File: config.mk
export PLATFORM = sky130hd
export DESIGN_NAME = sha256_w_sched_ctrl
export DESIGN_NICKNAME = d
export VERILOG_FILES = /design/src/rtl/sha256_w_sched_ctrl.sv
export SDC_FILE = /design/constraint.sdc
export NUM_CORES = 2
export LEC_CHECK = 0
export CAP_MARGIN = 15
export CORE_MARGIN = 5
export CORE_UTILIZATION = 58
export CTS_BUF_LIST = sky130_fd_sc_hd__clkbuf_8
export CTS_CLUSTER_SIZE = 24
export DETAILED_ROUTE_END_ITERATION = 16
export PLACE_DENSITY = 0.92
export SLEW_MARGIN = 10
export SYNTH_ARGS = -nofsm -noshare
export SYNTH_HDL_FRONTEND = slang
export SYNTH_SLANG_ARGS = --single-unit
File: constraint.sdc
create_clock -name CLK -period 60.7 [get_ports CLK]
set_input_delay 15.175 -clock CLK [delete_from_list [all_inputs] [get_ports CLK]]
set_output_delay 15.175 -clock CLK [all_outputs]
set_load 0.01 [all_outputs]
File: src/rtl/sha256_w_sched_ctrl.sv
// sha256_w_sched_ctrl
// Iterative SHA-256 message-schedule sequencer. Captures one 512-bit block,
// then streams W0..W(NUM_WORDS-1), one word per accepted cycle. A 16-word
// rolling window holds W(t)..W(t+15), and the sigma0/sigma1 expansion is
// applied to it internally.
//
// Optional feature macro: SHA256_W_BACKPRESSURE_EN
//   defined   : w_ready is honoured and the consumer may stall the stream.
//   undefined : w_ready is ignored (tie it high) and the block emits a fixed
//               unstalled burst. The stall logic is not built.
//
// Handshake: a word transfers on a rising CLK edge when w_valid and w_ready
// are both high. With backpressure disabled, w_valid alone is enough. While
// w_valid is high and the word has not been accepted, w_out and w_idx do not
// change. The only exits are acceptance, abort and RST.
module sha256_w_sched_ctrl #(
   parameter int NUM_WORDS = 64,
   parameter int IDX_W     = 6
) (
   input  logic             CLK,
   input  logic             RST,
   input  logic             start,
   input  logic             abort,
   input  logic [511:0]     block_in,
   input  logic             w_ready,
   output logic [31:0]      w_out,
   output logic [IDX_W-1:0] w_idx,
   output logic             w_valid,
   output logic             busy,
   output logic             done
);

   typedef enum logic [1:0] {
      ST_IDLE = 2'd0,
      ST_RUN  = 2'd1,
      ST_DONE = 2'd2
   } state_e;

   state_e                state_q;
   state_e                state_d;
   logic [15:0][31:0]     win_q;
   logic [15:0][31:0]     win_d;
   logic [IDX_W-1:0]      t_q;
   logic [IDX_W-1:0]      t_d;
   logic                  run_st;
   logic                  accept;
   logic                  last_word;
   logic [31:0]           w_new;

   function automatic logic [31:0] sig0(input logic [31:0] x);
      return {x[6:0], x[31:7]} ^ {x[17:0], x[31:18]} ^ (x >> 3);
   endfunction

   function automatic logic [31:0] sig1(input logic [31:0] x);
      return {x[16:0], x[31:17]} ^ {x[18:0], x[31:19]} ^ (x >> 10);
   endfunction

   assign run_st    = (state_q == ST_RUN);
   assign last_word = (t_q == IDX_W'(NUM_WORDS - 1));

   // Next word entering the top of the window. It is computed on every
   // shift, but it only matters from t=16 onward.
   assign w_new = sig1(win_q[14]) + win_q[9] + sig0(win_q[1]) + win_q[0];

`ifdef SHA256_W_BACKPRESSURE_EN
   assign accept = run_st & w_ready;
`else
   // w_ready is kept in the port list but has no effect in this build.
   logic unused_w_ready;
   assign unused_w_ready = w_ready;
   assign accept = run_st;
`endif

   // State register; async reset returns to IDLE immediately.
   always_ff @(posedge CLK or posedge RST) begin
      if (RST) begin
         state_q <= ST_IDLE;
      end else begin
         state_q <= state_d;
      end
   end

   // Next-state logic: abort beats accept, start only matters in IDLE.
   always_comb begin
      state_d = state_q;
      case (state_q)
         ST_IDLE: begin
            if (start) state_d = ST_RUN;
         end
         ST_RUN: begin
            if (abort)                       state_d = ST_IDLE;
            else if (accept && last_word)    state_d = ST_DONE;
         end
         ST_DONE: begin
            state_d = ST_IDLE;
         end
         default: begin
            state_d = ST_IDLE;
         end
      endcase
   end

   // Output decode: outputs are zero outside RUN, and done is a DONE-state pulse.
   always_comb begin
      w_valid = 1'b0;
      w_out   = '0;
      w_idx   = '0;
      busy    = 1'b0;
      done    = 1'b0;
      case (state_q)
         ST_RUN: begin
            w_valid = 1'b1;
            w_out   = win_q[0];
            w_idx   = t_q;
            busy    = 1'b1;
         end
         ST_DONE: begin
            busy = 1'b1;
            // An abort in the DONE cycle cancels the completion pulse.
            done = ~abort;
         end
         default: begin
         end
      endcase
   end

   // Window and index next-state: load on start, shift on accept, hold otherwise.
   always_comb begin
      win_d = win_q;
      t_d   = t_q;
      case (state_q)
         ST_IDLE: begin
            if (start) begin
               for (int i = 0; i < 16; i++) begin
                  win_d[i] = block_in[511 - 32*i -: 32];
               end
               t_d = '0;
            end
         end
         ST_RUN: begin
            if (abort) begin
               t_d = '0;
            end else if (accept) begin
               for (int i = 0; i < 15; i++) begin
                  win_d[i] = win_q[i+1];
               end
               win_d[15] = w_new;
               // Clear t at the last word rather than letting it wrap.
               t_d = last_word ? '0 : t_q + IDX_W'(1);
            end
         end
         default: begin
            t_d = '0;
         end
      endcase
   end

   // Window and index registers.
   always_ff @(posedge CLK or posedge RST) begin
      if (RST) begin
         win_q <= '0;
         t_q   <= '0;
      end else begin
         win_q <= win_d;
         t_q   <= t_d;
      end
   end

endmodule

# ---- Yosys cells after proc, flatten, opt, wreduce, memory -nomap -nowiden
# Cells that the tools add are included.
dict set report totals {
  mem_bits_rw 0
  wordCells 55
  in_bits 517
  reg_bits 520
  rom_bits 0
  latch_bits 0
  n_memories 0
}
dict set report classes {
  n_div 0
  n_addsub 4
  n_mul 0
  n_reduce_logical 6
  n_bitwise 5
  n_shift 0
  muxes 16
  eq_ne 6
  magnitude_cmp 0
}
# cell n
set op_table {}
lappend op_table {{$mux W512} 2}
lappend op_table {{$pmux W512 S2} 1}
lappend op_table {{$add A32 B32 Y32} 3}
lappend op_table {{$xor A32 B32 Y32} 2}
lappend op_table {{$mux W32} 1}
lappend op_table {{$xor A32 B22 Y32} 1}
lappend op_table {{$xor A32 B29 Y32} 1}
lappend op_table {{$mux W6} 4}
lappend op_table {{$pmux W6 S2} 1}
lappend op_table {{$add A6 B1 Y6 const B} 1}
lappend op_table {{$eq A6 B6 Y1 const B} 1}
lappend op_table {{$mux W2} 3}
lappend op_table {{$ne A2 B2 Y1 const B} 2}
lappend op_table {{$pmux W2 S2} 1}
lappend op_table {{$mux W1} 3}
lappend op_table {{$ne A3 B2 Y1 const B} 1}
lappend op_table {{$reduce_and A3 Y1} 1}
lappend op_table {{$eq A2 B1 Y1 const B} 1}
lappend op_table {{$eq A2 B2 Y1 const B} 1}
lappend op_table {{$logic_not A2 Y1} 1}
lappend op_table {{$reduce_and A2 Y1} 1}
lappend op_table {{$reduce_bool A2 Y1} 1}
lappend op_table {{$reduce_or A2 Y1} 1}
lappend op_table {{$logic_and A1 B1 Y1} 1}
lappend op_table {{$not A1 Y1} 1}

# ---- Depth between registers and ports, before layout
dict set report logic_depth {
  ltp_word 7
  ltp_mapped 19
  depth_no_buf 18
}

# ---- Worst setup path before layout
# OpenSTA, ideal clock, no wires.
dict set report synth_path {
  path_type {in2out}
  startpoint {input abort}
  endpoint {output done}
  setup_slack_ns 30.172
  arrival_time_ns 15.353
  required_ns 45.525
  stages 1
  path_cell_list {nor2b_1}
}
dict set report synth_via {
  elab_chain_cells 2
}
# item line_no
set synth_lines {}
lappend synth_lines {{from (decl)} 23} ;# input logic abort,
lappend synth_lines {{$not A1 Y1} 120} ;# done = ~abort;
lappend synth_lines {{$mux W1} 110} ;# case (state_q)
lappend synth_lines {{to (decl)} 30} ;# output logic done
# Every way passes these cells.

# ---- Final worst setup path
# Same ends and word-level chain as after synthesis.

==> results.json <==
{
  "clock-sinks": 520,
  "multi_input_area_sq_mm": 0.0138,
  "tightest_slew_ps": 1130,
  "endpoint_kind": "output port",
  "grt_remaining_overflow": 0,
  "grt_max_degree": 312,
  "cts_max_level": 3,
  "fill_cells": 3355,
  "ios": 558,
  "critPathLaunchType": "primary input",
  "hold_buffers": 0,
  "yosysSeqAreaShare_pct": 46.4,
  "grt_pass1_wl_microns": 145000,
  "fmax_mhz": 31.7,
  "numCtsBuffers": 85,
  "drive_gt1_share_pct": 5.09,
  "status": "complete, no violations",
  "rsz0062_at_grt": "false",
  "synth_ff_type": "dfrtp_1",
  "ys_warn_count": 0,
  "setup_viol": 0,
  "cts.clk_slew.worst_paths_ps": 50,
  "globalplace.congestion": 1.00,
  "synth_cell_types": 53,
  "skew_ps": 22.4,
  "fin_setup_tns_ps": 0,
  "post_cts_buffers": 0,
  "track_usage_pct": 36.1,
  "synth_top_area_share_pct": 46.4,
  "cts_root_buffer": "clkbuf_8",
  "fin_nets": 3926,
  "fin_crit_sh_pct": 52.0,
  "drt-wirelength-per-cell_microns": 24.3,
  "worstSkewPairLatency_ps": 690,
  "synth_most_common_cell": "nand2_1",
  "floorplan.initialDensity_pct": 58.6,
  "crit_arrival_ps": 16380,
  "ys_async_sr_fraction_pct": 100,
  "yosys_register_bits": 520,
  "dr.pass1.iters": 6,
  "vias_per_cell": 5.80,
  "cp.required_ps": 45530,
  "fp.dieW_microns": 230,
  "syn_to_final_growth_pct": 27.1,
  "ys_top_cells_by_count": "nand2_1 (523), dfrtp_1 (520), o21ai_0 (509)",
  "crit_type": "in2out",
  "routed_wl_microns": 97500,
  "synth_edf_count": 0,
  "drc": 0,
  "max-cap-violations": 0,
  "io_buffers": 556,
  "coreArea_sq_mm": 0.0478,
  "grt_pass1_vias": 23630,
  "path_max_fanout": 5,
  "cts_resized": 0,
  "avgSynthCellArea_sq_um": 9.79,
  "row_count": 80,
  "synthesis.area_sq_mm": 0.0281,
  "synth_area_leaders": "dfrtp_1 (46%), mux2i_1 (17%), o21ai_0 (9.1%)",
  "min_period_ps": 31560,
  "drt_iter0_drc": 2019,
  "hold_viol": 0,
  "place_hpwl_microns": 73800,
  "slew_viol_final": 0,
  "final-seq-area_sq_mm": 0.0130,
  "die_h_microns": 230,
  "cts_tree": "yes",
  "antenna_left": 0,
  "vias": 23282,
  "syn-num-nets": 3479,
  "die_area_sq_mm": 0.0529,
  "maxSlewHeadroom_pct": 24.7,
  "antenna_found_initial": 33,
  "clockBufferDepth": 3,
  "synth_top_area_cell": "dfrtp_1",
  "syn_inst": 2865,
  "hold_path_class": "reg2reg"
}
[cells by family after synthesis]
logic type / count (synthesis) / synth area share (%)
adder cells (fa/ha/maj): 97 / 5.98
AND/OR/NAND/NOR: 641 / 9.10
buffers and inverters: 348 / 4.68
multiplexers: 491 / 17.5
XOR/XNOR: 141 / 4.40
AO/OA/AOI/OAI: 627 / 11.9
flip-flops: 520 / 46.4
[per-layer routing]
metal / global-route usage, % / up-vias / wire, microns
li1: - / 10563 / -
met1: 46.3 / 11401 / 37800
met2: 58.7 / 1068 / 46900
met3: 10.1 / 228 / 8850
met4: 14.1 / 22 / 3860
met5: 0 / - / 140
[metrics by stage]
stage	hold slack, ps	utilization [%]	std cells	cell area (sq um)	setup WS [ps]
2_1_floorplan	449	-	2865	28100	30170
3_5_place_dp	470	70.6	3840	33800	29160
4_1_cts	483	74.4	3991	35600	29160
6_report	478	74.5	4011	35700	29140
3_3_place_gp	461	70.6	3840	33800	29190
5_1_grt	499	74.5	4009	35700	29080
[layout by cell type (no fill, tap or decap), types with 3 or more instances in the layout]
cell and count:
nand4_1 11, xnor2_1 89, nor2_1 59, a31oi_1 6
buf_12 3, nor2b_1 7, clkdlybuf4s50_1 556, fa_1 62
clkbuf_8 117, nand3_1 7, nor3_1 3, mux2i_1 489
o21ai_1 7, clkinvlp_4 5, o21a_1 5, and3_1 10
dfrtp_1 520, a21oi_2 4, a21o_1 17, o21ai_0 509
ha_1 34, a21oi_1 55, inv_1 149, xor2_1 52
clkinv_2 7, buf_4 17, nand2b_1 4, or3_1 3
nand2_1 522, and2_1 8, diode_2 20
[registers in the layout, indices dropped and copies added, names as in the netlist]
name / cells
win_q: 512
state_q: 2
t_q: 6
[worst paths after layout]
path / startpoint / end / slack (ps) / depth (start not counted)
worst min-delay path: win_q[205] / win_q[205] / 480 / 2
max in group asynchronous: RST / win_q[303] / 43140 / 4
min in group asynchronous: RST / win_q[208] / 15120 / 2
worst min register to register: win_q[205] / win_q[205] / 480 / 2
worst max-delay path: abort / done / 29140 / 3
worst max register to register: win_q[468] / win_q[509] / 55530 / 17
[area by class of cell]
| type | instances | share of cell area [%] |
|---|---|---|
| inverter | 132 | 1.41 |
| antenna | 20 | 0.140 |
| clock inverter | 34 | 0.565 |
| clock buffer | 117 | 4.52 |
| multi-input combinational | 1997 | 38.6 |
| sequential | 520 | 36.5 |
| timing repair buffer | 576 | 16.1 |
| tap | 615 | 2.16 |
[worst max-delay path: stages]
cell             delay (ps)
clkdlybuf4s50_1         520
nor2b_1                 150
clkdlybuf4s50_1         540
Power is not shown: default switching activity piles up to over one toggle a cycle in this logic, so the estimate is an artifact.
